<file path="config.mk">
export PLATFORM = sky130hd
export DESIGN_NAME = digit_scanner
export DESIGN_NICKNAME = d
export VERILOG_FILES = /design/src/rtl/digit_scanner_pkg.sv /design/src/rtl/digit_scanner_slot_timer.sv /design/src/rtl/digit_scanner.sv
export SDC_FILE = /design/constraint.sdc
export NUM_CORES = 1
export LEC_CHECK = 0
export CORE_MARGIN = 4
export CORE_UTILIZATION = 48
export DETAILED_ROUTE_END_ITERATION = 16
export GPL_ROUTABILITY_DRIVEN = 0
export PLACE_DENSITY_LB_ADDON = 0.15
export SLEW_MARGIN = 20
export SYNTH_ARGS = -nofsm -noshare
export SYNTH_HDL_FRONTEND = slang
export SYNTH_SLANG_ARGS = --single-unit
</file>
<file path="constraint.sdc">
create_clock -name clk -period 2.2 [get_ports clk]
set_input_delay 0.44 -clock clk [delete_from_list [all_inputs] [get_ports clk]]
set_output_delay 0.44 -clock clk [all_outputs]
set_load 0.05 [all_outputs]
</file>
<file path="src/rtl/digit_scanner_pkg.sv">
// Shared types and constants for the seven-segment digit scanner: state
// encodings, bus widths and the snapshot record captured once per frame.
package digit_scanner_pkg;

    localparam int MAX_DIGITS = 8;
    localparam int BCD_W      = 4;
    localparam int IDX_W      = 3;

    typedef enum logic [1:0] {
        ST_IDLE  = 2'd0,
        ST_BLANK = 2'd1,
        ST_DRIVE = 2'd2
    } scan_state_e;

    typedef logic [MAX_DIGITS*BCD_W-1:0] bcd_bus_t;
    typedef logic [IDX_W-1:0]            digit_idx_t;

    typedef struct packed {
        bcd_bus_t              digits;
        logic [MAX_DIGITS-1:0] dps;
    } snapshot_t;

    function automatic logic [BCD_W-1:0] digit_nibble(input bcd_bus_t bus, input digit_idx_t idx);
        return bus[idx*BCD_W +: BCD_W];
    endfunction

endpackage

</file>
<file path="src/rtl/digit_scanner_slot_timer.sv">
// Per-slot cycle counter: wraps every PRESCALE cycles and strobes on the last
// blanked cycle and on the last cycle of the slot.
module slot_timer #(
    parameter int PRESCALE = 1000,
    parameter int BLANK    = 16
) (
    input  logic clk,
    input  logic reset,
    input  logic clr,
    output logic blank_done,
    output logic slot_done
);

    localparam int CNT_W = (PRESCALE > 1) ? $clog2(PRESCALE) : 1;
    localparam logic [CNT_W-1:0] BLANK_LAST = CNT_W'(BLANK - 1);
    localparam logic [CNT_W-1:0] SLOT_LAST  = CNT_W'(PRESCALE - 1);

    logic [CNT_W-1:0] cnt_q, cnt_d;

    always_comb begin
        cnt_d = cnt_q + 1'b1;
        if (clr || (cnt_q == SLOT_LAST)) begin
            cnt_d = '0;
        end
    end

    // NOTE: registers are updated with <= so every flop samples pre-edge values.
    always_ff @(posedge clk) begin
        if (reset) begin
            cnt_q <= '0;
        end else begin
            cnt_q <= cnt_d;
        end
    end

    assign blank_done = (cnt_q == BLANK_LAST);
    assign slot_done  = (cnt_q == SLOT_LAST);

endmodule

</file>
<file path="src/rtl/digit_scanner.sv">
// Time-multiplexed seven-segment scanner: walks the digit index, blanks the
// start of each slot and shows a per-frame snapshot of the input digits.
module digit_scanner
    import digit_scanner_pkg::*;
#(
    parameter int NUM_DIGITS = 6,
    parameter int PRESCALE   = 1000,
    parameter int BLANK      = 16
) (
    input  logic                        clk,
    input  logic                        reset,
    input  logic                        scan_en,
    input  logic [MAX_DIGITS*BCD_W-1:0] digits_in,
    input  logic [MAX_DIGITS-1:0]       dp_in,
    input  logic [MAX_DIGITS-1:0]       blank_mask,
    output logic [IDX_W-1:0]            sel,
    output logic                        enable,
    output logic [BCD_W-1:0]            bcd_out,
    output logic                        dp_out,
    output logic                        frame_tick
);

    localparam digit_idx_t IDX_LAST = digit_idx_t'(NUM_DIGITS - 1);

    scan_state_e      state_q, state_d;
    digit_idx_t       idx_q, idx_d;
    snapshot_t        snap_q, snap_d;
    digit_idx_t       sel_q, sel_d;
    logic             enable_q, enable_d;
    logic [BCD_W-1:0] bcd_q, bcd_d;
    logic             dp_q, dp_d;
    logic             tick_q, tick_d;

    logic timer_clr;
    logic blank_done;
    logic slot_done;
    logic slot_start;
    logic frame_start;

    // Hold the timer at zero while dark so the first slot after a start is full length.
    assign timer_clr = (state_q == ST_IDLE) || !scan_en;

    slot_timer #(
        .PRESCALE (PRESCALE),
        .BLANK    (BLANK)
    ) u_slot_timer (
        .clk        (clk),
        .reset      (reset),
        .clr        (timer_clr),
        .blank_done (blank_done),
        .slot_done  (slot_done)
    );

    always_comb begin
        // NOTE: every signal driven here gets a default first, so no latch is inferred.
        state_d     = state_q;
        idx_d       = idx_q;
        snap_d      = snap_q;
        sel_d       = sel_q;
        bcd_d       = bcd_q;
        dp_d        = dp_q;
        tick_d      = 1'b0;
        slot_start  = 1'b0;
        frame_start = 1'b0;

        if (!scan_en) begin
            state_d = ST_IDLE;
            idx_d   = '0;
            sel_d   = '0;
        end else begin
            unique case (state_q)
                ST_IDLE: begin
                    state_d     = ST_BLANK;
                    idx_d       = '0;
                    frame_start = 1'b1;
                end
                ST_BLANK: begin
                    if (blank_done) begin
                        state_d = ST_DRIVE;
                    end
                end
                ST_DRIVE: begin
                    if (slot_done) begin
                        state_d    = ST_BLANK;
                        slot_start = 1'b1;
                        if (idx_q == IDX_LAST) begin
                            idx_d       = '0;
                            frame_start = 1'b1;
                        end else begin
                            idx_d = idx_q + 1'b1;
                        end
                    end
                end
                default: begin
                    state_d = ST_IDLE;
                    idx_d   = '0;
                    sel_d   = '0;
                end
            endcase
        end

        if (frame_start) begin
            snap_d.digits = digits_in;
            snap_d.dps    = dp_in;
            tick_d        = 1'b1;
        end

        // Display data is taken from snap_d so a new frame shows its fresh snapshot at once.
        if (frame_start || slot_start) begin
            sel_d = idx_d;
            bcd_d = digit_nibble(snap_d.digits, idx_d);
            dp_d  = snap_d.dps[idx_d];
        end

        enable_d = (state_d == ST_DRIVE) && !blank_mask[idx_d];
    end

    always_ff @(posedge clk) begin
        if (reset) begin
            state_q  <= ST_IDLE;
            idx_q    <= '0;
            // NOTE: the snapshot is reset like any other register; it is a few flops, not a RAM.
            snap_q   <= '0;
            sel_q    <= '0;
            enable_q <= 1'b0;
            bcd_q    <= '0;
            dp_q     <= 1'b0;
            tick_q   <= 1'b0;
        end else begin
            state_q  <= state_d;
            idx_q    <= idx_d;
            snap_q   <= snap_d;
            sel_q    <= sel_d;
            enable_q <= enable_d;
            bcd_q    <= bcd_d;
            dp_q     <= dp_d;
            tick_q   <= tick_d;
        end
    end

    assign sel        = sel_q;
    assign enable     = enable_q;
    assign bcd_out    = bcd_q;
    assign dp_out     = dp_q;
    assign frame_tick = tick_q;

endmodule

</file>
Yosys cells after proc, flatten, opt, wreduce, memory -nomap -nowiden:

Index checks and enable logic that the tools add are counted.

* $add $sub $neg: 2
* magnitude comparators: 1
* equal/unequal tests: 7
* shift-type cells: 1
* multiplexer cells: 24
* reductions and logical operators: 9

Operator list (number)
* $mux W40: 1
* $shiftx A32 B6 Y4: 1
* $mux W3: 6
* $add A10 B1 Y10 const B: 1
* $eq A10 B10 Y1 const B: 1
* $eq A10 B4 Y1 const B: 1
* $mux W1: 9
* $bmux W1 S3: 2
* $mux W2: 3
* $pmux W2 S3: 1
* $pmux W3 S2: 1
* $eq A2 B2 Y1 const B: 2
* $lt A3 B4 Y1 const B: 1
* $add A3 B1 Y3 const B: 1
* $eq A3 B3 Y1 const B: 1
* $logic_or A1 B1 Y1: 3
* $ne A3 B2 Y1 const B: 1
* $reduce_or A3 Y1: 1
* $eq A2 B1 Y1 const B: 1
* $logic_not A1 Y1: 2
* $logic_not A2 Y1: 1
* $pmux W1 S2: 1
* $reduce_or A2 Y1: 1
* $logic_and A1 B1 Y1: 1

* bits in registers: 65
* input port bits: 51
* output and inout port bits: 10
* word-level logic and storage cells: 54

Depth between registers and ports, before layout:

Gate-level depths: netlist (run 1).

* depth in word-level cells: 9
* depth in mapped cells: 11

Cells and area by module:

A second synthesis (run 1) with hierarchy kept.

* cell total of the unflattened synthesis: 429
* area total of the unflattened synthesis: 3614.7 µm²

By module, submodules not included
* digit_scanner: instances 1, cells each 375, area an instance 3141.8 µm², seq. area each 1101.1 µm²
* slot_timer: instances 1, cells each 54, area an instance 473.0 µm², seq. area each 200.2 µm²

Worst setup path after synthesis (run 1):

No wires, ideal clock.

* path type: reg2reg
* start: register state_q[1]
* end: register dp_q, in the netlist dp_out
* arrival time: 2259 ps
* data required time: 2067 ps
* slack: -193 ps
* cell stages (with the launch flop): 11
* path buffers: 1
* cells stage by stage: dfxtp_1 -> inv_1 -> ha_1 -> and2b_2 -> a41oi_4 -> a22oi_4 -> nor2_4 -> buf_6 -> mux2_4 -> a2111oi_4 -> o31ai_2

* word-level cells in the longest chain between the ends: 6
* elaborated cells on any way between the ends: 13
* those cells by class: 2 x eq/ne; 9 x mux; 2 x reduce/logical

RTL lines
* from (decl): RTL line digit_scanner.sv:25 `scan_state_e state_q, state_d;`
* from (signal assigned): RTL line digit_scanner.sv:130 `state_q <= state_d;`
* $eq A2 B2 Y1 or $logic_not A2 Y1 (tied branches): RTL line digit_scanner.sv:71 `unique case (state_q)`
* $pmux W1 S2: RTL line digit_scanner.sv:71
* $mux W1: RTL line digit_scanner.sv:66 `if (!scan_en) begin`
* $mux W40: RTL line digit_scanner.sv:102 `if (frame_start) begin`
* $bmux W1 S3: RTL line digit_scanner.sv:112 `dp_d = snap_d.dps[idx_d];`
* $mux W1 (not written as such): RTL line digit_scanner.sv:112
* to (signal assigned): RTL line digit_scanner.sv:136 `dp_q <= dp_d;`
* to (decl): RTL line digit_scanner.sv:31 `logic dp_q, dp_d;`

Several ways; a longest one is shown, not always the timed one. The select of a mux whose other input is x is not followed.
A chain may end at the register's enable or synchronous reset.

Final worst setup path (run 1):

* start: register state_q[0]
* end: register dp_q, in the netlist dp_out

The elaborated chain is that of the path after synthesis.

==> results by group, run 1 <==
Cells and area
  – Most common cell after layout, fill and taps aside: nand2_1
  – Synth-to-Final Area Change: 47.7%
  – Nets: 556
  – Diode count: 0
  – Post-Layout Cell Count: 601
  – Design Area, Final: 5110 um2
  – Layout cells sized above 1: 27.7%
  – Commonest cells after routing, fill and taps aside: 92 x nand2_1, 60 x clkdlybuf4s50_1, 59 x dfxtp_1
  – Util after Layout: 74.0%

CTS
  – CTS Root Cell: clkbuf_8
  – Hold-fix buffers, CTS: 0
  – Clk slew on worst S/H paths: 0.08 ns
  – CTS tree: done
  – Later-pin clock latency in the skew report: 0.35 ns
  – CTS buffer count: 9
  – Clock sink total: 65
  – Max Buffers Root-to-Sink: 2
  – H-tree depth: 3

Floorplanning
  – Die area: 8630 um2
  – Row Count: 30
  – Core area: 6910 um2
  – Starting Density: 50.1%
  – DIE HEIGHT: 92.9 um
  – # IOs: 61
  – Die width: 92.9 um

Global route
  – GRT overflow: 0
  – Vias in the first global route: 3,237
  – Largest net degree at the start of global routing: 45
  – Initial antenna violation count: 0
  – GRT Total Usage: 22.4%
  – First-pass GRT wire length: 15,400 um

Critical path
  – Setup crit end kind: flip-flop
  – WS Path Type: flip-flop to flip-flop
  – CP Launch Type: flip-flop
  – Critical path required time: 2.43 ns
  – Crit path DAT: 2.52 ns
  – CP Max Fanout: 5

Synth
  – Ys async rst share: 0%
  – Top post-synthesis cells by area: dfxtp_1 38%, mux2i_1 12%, nand2_1 10%
  – Seq cells post-synth: 65
  – Post-synth cell types: 55
  – Synth Cell Area: 3460 um2
  – Yosys top cell by area: dfxtp_1
  – Post-synth EDFFs: 0
  – Primary FF master, synth: dfxtp_1
  – Syn nets: 441
  – Yosys top cell area share: 37.6%
  – Sequential area share after synthesis: 37.6%
  – Cell count after synthesis: 385
  – Syn Area/Cell: 8.99 um2
  – Synth warnings: 0

STA
  – Min Hold Slack: 0.454 ns
  – Final Max Tran Viols: 0
  – Tmin final: 2.29 ns
  – Final hold violations: 0
  – RSZ-0062 raised after global routing: true
  – Fin Setup TNS: -0.260 ns
  – PnR worst setup slack: -0.0867 ns
  – Fmax: 437 MHz
  – Crit share post-route: 104%
  – Final Skew: 0.00554 ns
  – Max-slew headroom: 65.7%
  – Final setup vio count: 5
  – Worst-margin pin slew: 0.514 ns

Power and ir drop
  – Power Dens Cells: 578 nW/um2
  – Max rail drop VDD: 0.000579 V
  – Leak: 2.02 nW
  – Pwr Total: 2.96 mW

Placed design
  – Placed cell area: 4560 um2
  – Setup WS pre-CTS: -0.271 ns
  – Port-buffer cells: 60
  – Post-detail-place hpwl: 6570 um
  – Cells after DPL: 575

Routing
  – Vias: 3,204
  – WL/cell: 15.4 um
  – Detail Route Antenna Nets: 0
  – Post-Route WL: 9240 um
  – DRC viols: 0
  – Drt pass-1 iters: 5
  – Initial DRC Count: 121
  – Avg Vias per Cell: 5.33

Min path
  – Hold Crit Class: flip-flop to flip-flop

Run
  – Max Cap Viol: 0

Status
  – Status: finished with violations
  – Failing checks: setup timing
==> registers in the layout (all words and copies together), names as in the netlist <==
| name | flops |
|---|---|
| state_q | 2 |
| dp_out | 1 |
| idx_q | 3 |
| frame_tick | 1 |
| snap_q | 40 |
| u_slot_timer.cnt_q | 10 |
| bcd_out | 4 |
| enable | 1 |
| sel | 3 |
==> critical path: stages (launching register included) <==
cell and delay [ns]:
dfxtp_4 0.39, ha_2 0.19, and2b_2 0.26, a41oi_4 0.22, a22oi_4 0.14, nor2_4 0.15
buf_6 0.13, mux2_4 0.31, a2111oi_4 0.30, o31ai_2 0.08
==> cell usage after synthesis (2+ instances only) <==
| master | number |
|---|---|
| nand4_1 | 4 |
| a211o_1 | 2 |
| nor2_1 | 21 |
| buf_6 | 3 |
| nor4_1 | 2 |
| xor2_1 | 6 |
| buf_2 | 2 |
| mux4_2 | 8 |
| dfxtp_1 | 65 |
| or4_1 | 2 |
| nand3_1 | 5 |
| nand2_1 | 95 |
| and3_1 | 3 |
| mux2_2 | 2 |
| ha_1 | 5 |
| and3_2 | 2 |
| a21o_1 | 2 |
| nor3_1 | 6 |
| clkbuf_1 | 15 |
| xnor2_1 | 2 |
| o31ai_2 | 2 |
| buf_4 | 3 |
| a21oi_1 | 45 |
| inv_1 | 6 |
| a22oi_1 | 4 |
| mux2i_1 | 41 |
| o211ai_1 | 4 |
==> where the power goes <==
| group | switching, mW | internal (mW) | total [mW] |
|---|---|---|---|
| clock | 0.495 | 0.787 | 1.28 |
| sequential | 0.0287 | 1.23 | 1.25 |
| combinational | 0.197 | 0.222 | 0.419 |
==> routing by layer <==
metal  part of all wire [%]  GRT usage [%]  vias to the layer above
met5                      0              0                        -
met4                    2.1           9.52                        0
met3                    5.3           4.39                       15
met2                     51           38.3                       76
met1                     41           27.4                     1534
li1                       -              -                     1579
==> area by class of cell <==
type / count / area, um2
clock buffers: 10 / 138
clock inverters: 6 / 114
fillers: 521 / 1800
inverters: 6 / 25.0
multi-input cells: 289 / 2170
flip-flops and latches: 65 / 1310
well taps: 96 / 120
repair buffers: 129 / 1230
==> cell families (layout without fill, tap and decap cells) <==
| family | after synthesis | count (layout) | share of synthesized area (%) |
|---|---|---|---|
| adders and majority gates | 5 | 5 | 1.81 |
| muxes | 52 | 52 | 18.2 |
| xor gates and xnor gates | 8 | 8 | 2.03 |
| buffers and inverters | 31 | 151 | 5.03 |
| DFF | 65 | 65 | 37.6 |
| AOI/OAI and AO/OA | 72 | 72 | 14.6 |
| and+or+nand+nor | 152 | 152 | 20.8 |
==> what timing repair did <==
item                                    4_1_cts  5_1_grt
setup buffers                                 3        5
endpoints found under the setup margin        6        8
hold endpoints to repair                      0        0
pin swaps                                     7        3
cloned                                        1        1
resized for setup                            23       17
==> worst paths after layout <==
| path | slack (ns) | startpoint | depth (start not counted) | end |
|---|---|---|---|---|
| setup / recovery | -0.09 | state_q[0]$_SDFF_PP0_ | 9 | dp_out$_SDFFE_PP0N_ |
| hold / removal | 0.45 | snap_q[15]$_SDFF_PP0_ | 2 | snap_q[15]$_SDFF_PP0_ |
| setup reg to reg | -0.09 | state_q[0]$_SDFF_PP0_ | 9 | dp_out$_SDFFE_PP0N_ |
| hold reg to reg | 0.45 | snap_q[15]$_SDFF_PP0_ | 2 | snap_q[15]$_SDFF_PP0_ |
No activity file was read; power rests on OpenSTA's default activity.
==> inputs of run 2 (changes only) <==
Settings changed: CELL_PAD_IN_SITES_DETAIL_PLACEMENT from default to 2, CELL_PAD_IN_SITES_GLOBAL_PLACEMENT from default to 2, CORE_UTILIZATION 48 to 29.
==> run 2 against run 1 <==
Against the previous run:
- sequential share of layout area decreased by 0.91 points
- count of clock-buffer cells in the layout increased by 2
- sequential power about the same
- the run still ends with setup timing left
- register-to-register slack got worse by 0.02 ns
- via count increased by 4.7%
- largest power group unchanged
- critical path depth decreased by 1
- maximum frequency decreased by 1.5%
- non-clock buffer count increased by 13
- routed wire length increased by 39%
==> results by group, run 2 (same netlist as run 1, synthesis figures left out) <==
Status
  – Status: finished with violations
  – Failing checks: setup timing

STA
  – Max-slew headroom: 60.5%
  – Final setup vio count: 5
  – Final hold violations: 0
  – Fmax: 431 MHz
  – PnR worst setup slack: -0.121 ns
  – Final Skew: 0.00870 ns
  – Fin Setup TNS: -0.503 ns
  – Tmin final: 2.32 ns
  – Final Max Tran Viols: 0
  – Crit share post-route: 106%
  – RSZ-0062 raised after global routing: true
  – Worst-margin pin slew: 0.592 ns
  – Min Hold Slack: 0.454 ns

Floorplanning
  – Die area: 13,700 um2
  – Die width: 117 um
  – Core area: 11,600 um2
  – Starting Density: 29.9%
  – DIE HEIGHT: 117 um
  – Row Count: 39
  – # IOs: 61

Critical path
  – Stages on worst setup path: 8
  – Setup crit end kind: flip-flop
  – Worst-case reg-to-reg path depth: 11
  – CP Launch Type: input port
  – Crit Reg-Reg Startpoint: state_q[1]$_SDFF_PP0_
  – WP buf/inv: 3
  – CP Cell Sequence: clkdlybuf4s50_1, and3_1, a22oi_2, buf_6, buf_12, mux4_2, a22oi_2, o211ai_1
  – Worst R2R Setup Slack: -0.11 ns
  – Critical path required time: 2.42 ns
  – CP max stage cell: mux4_2
  – CP Max Fanout: 7
  – Crit. Startpoint: scan_en
  – Cell family with most CP delay: buffers and inverters
  – Slowest cell delay on critical path: 0.53 ns
  – WS Path Type: input port to flip-flop
  – Most common cell on crit path: a22oi_2
  – Crit path DAT: 2.54 ns
  – Reg2reg end: bcd_out[0]$_SDFFE_PP0N_
  – CP endpoint: bcd_out[0]$_SDFFE_PP0N_

Routing
  – DRC viols: 0
  – Drt pass-1 iters: 4
  – Detail Route Antenna Nets: 0
  – Vias: 3,355
  – WL/cell: 19.6 um
  – Initial DRC Count: 111
  – Post-Route WL: 12,900 um
  – Avg Vias per Cell: 5.10

Cells and area
  – Commonest cells after routing, fill and taps aside: 92 x nand2_1, 69 x buf_4, 60 x clkdlybuf4s50_1
  – Filler Cell Count: 1,248
  – Number of flip-flops in the largest register: 40
  – Largest Register: snap_q
  – Synth-to-Final Area Change: 53.3%
  – Post-Layout Cell Count: 658
  – Reg area: 1310 um2
  – Layout cells sized above 1: 30.5%
  – Most common cell after layout, fill and taps aside: nand2_1
  – Nets: 569
  – Diode count: 0
  – Multi-input gate area: 2230 um2

Global route
  – Vias in the first global route: 3,775
  – Initial antenna violation count: 0
  – GRT Total Usage: 18.8%
  – First-pass GRT wire length: 19,500 um
  – GRT overflow: 0
  – Largest net degree at the start of global routing: 34

CTS
  – CTS tree: done
  – Later-pin clock latency in the skew report: 0.34 ns
  – Max Buffers Root-to-Sink: 2
  – Clk slew on worst S/H paths: 0.06 ns
  – CTS Root Cell: clkbuf_16
  – Clock sink total: 65
  – CTS buffer count: 9
  – Hold-fix buffers, CTS: 0
  – H-tree depth: 3

Power and ir drop
  – Power Dens Cells: 567 nW/um2
  – Max rail drop VDD: 0.000314 V
  – Leak: 2.07 nW

Run
  – Max Cap Viol: 0

Placed design
  – Cells after DPL: 628
  – Port-buffer cells: 60
  – Post-detail-place hpwl: 8570 um

Min path
  – Hold Crit Class: flip-flop to flip-flop
-- run 2: cell types whose count changed in the layout (fill, tap and decap cells not counted), sizes merged --
cell      previous run  this run
buf                 68        81
clkinvlp             2         0
clkbuf              11        13
inv                  7         6
bufinv               3         0
clkinv               0         1
-- run 2: power by group --
group          leakage [nW]  switching, mW  internal (mW)  total [mW]
clock                 0.124          0.517          0.772        1.29
combinational          1.41          0.222          0.232       0.455
sequential            0.535         0.0313           1.23        1.26
-- run 2: worst min-delay path, stage by stage (launching register included) --
cell and delay [ns]:
dfxtp_1 0.30, nand2_1 0.05, a21oi_1 0.05
-- run 2: cell type report --
| cell class | count | area share [%] |
|---|---|---|
| multi-input cells | 289 | 42.0 |
| flip-flops and latches | 65 | 24.8 |
| clock buffers | 12 | 4.65 |
| inverters | 6 | 0.472 |
| clock inverters | 1 | 0.0944 |
| well taps | 143 | 3.37 |
| repair buffers | 142 | 24.7 |
-- run 2: stage by stage --
stage	utilization (%)	total power, mW	setup slack [ns]	instance area (um2)
global route	45.9	3.14	-0.200	5300
finish	45.9	3.00	-0.121	5300
detailed placement	40.3	1.70	-0.337	4660
global placement	40.3	1.69	-0.307	4660
floorplan	-	1.48	-0.0669	3510
CTS	44.1	3.01	-0.129	5100
-- run 2: timing repair --
action,CTS,global route
endpoints found under the hold margin,0,0
setup buffers,6,10
endpoints found under the setup margin,7,19
cloned,1,1
pin swaps,5,16
resized for setup,22,28
-- run 2: worst min-delay path by stage --
stage,from,to,slack (ns),cells past startpoint
global placement,snap_q[35]$_SDFF_PP0_,snap_q[35]$_SDFF_PP0_,0.44,2
finish,snap_q[20]$_SDFF_PP0_,snap_q[20]$_SDFF_PP0_,0.45,2
CTS,snap_q[20]$_SDFF_PP0_,snap_q[20]$_SDFF_PP0_,0.46,2
global route,snap_q[13]$_SDFF_PP0_,snap_q[13]$_SDFF_PP0_,0.47,2
floorplan,u_slot_timer.cnt_q[0]$_SDFF_PP0_,u_slot_timer.cnt_q[0]$_SDFF_PP0_,0.42,1
detailed placement,snap_q[9]$_SDFF_PP0_,snap_q[9]$_SDFF_PP0_,0.45,2
-- run 2: routing by layer --
layer | global-route usage [%] | vias up | share of wire [%]
met5 | 0 | - | 0
met4 | 8.56 | 0 | 2.6
met3 | 3.50 | 22 | 2.9
met2 | 33.4 | 60 | 52
met1 | 21.9 | 1672 | 42
li1 | - | 1601 | -
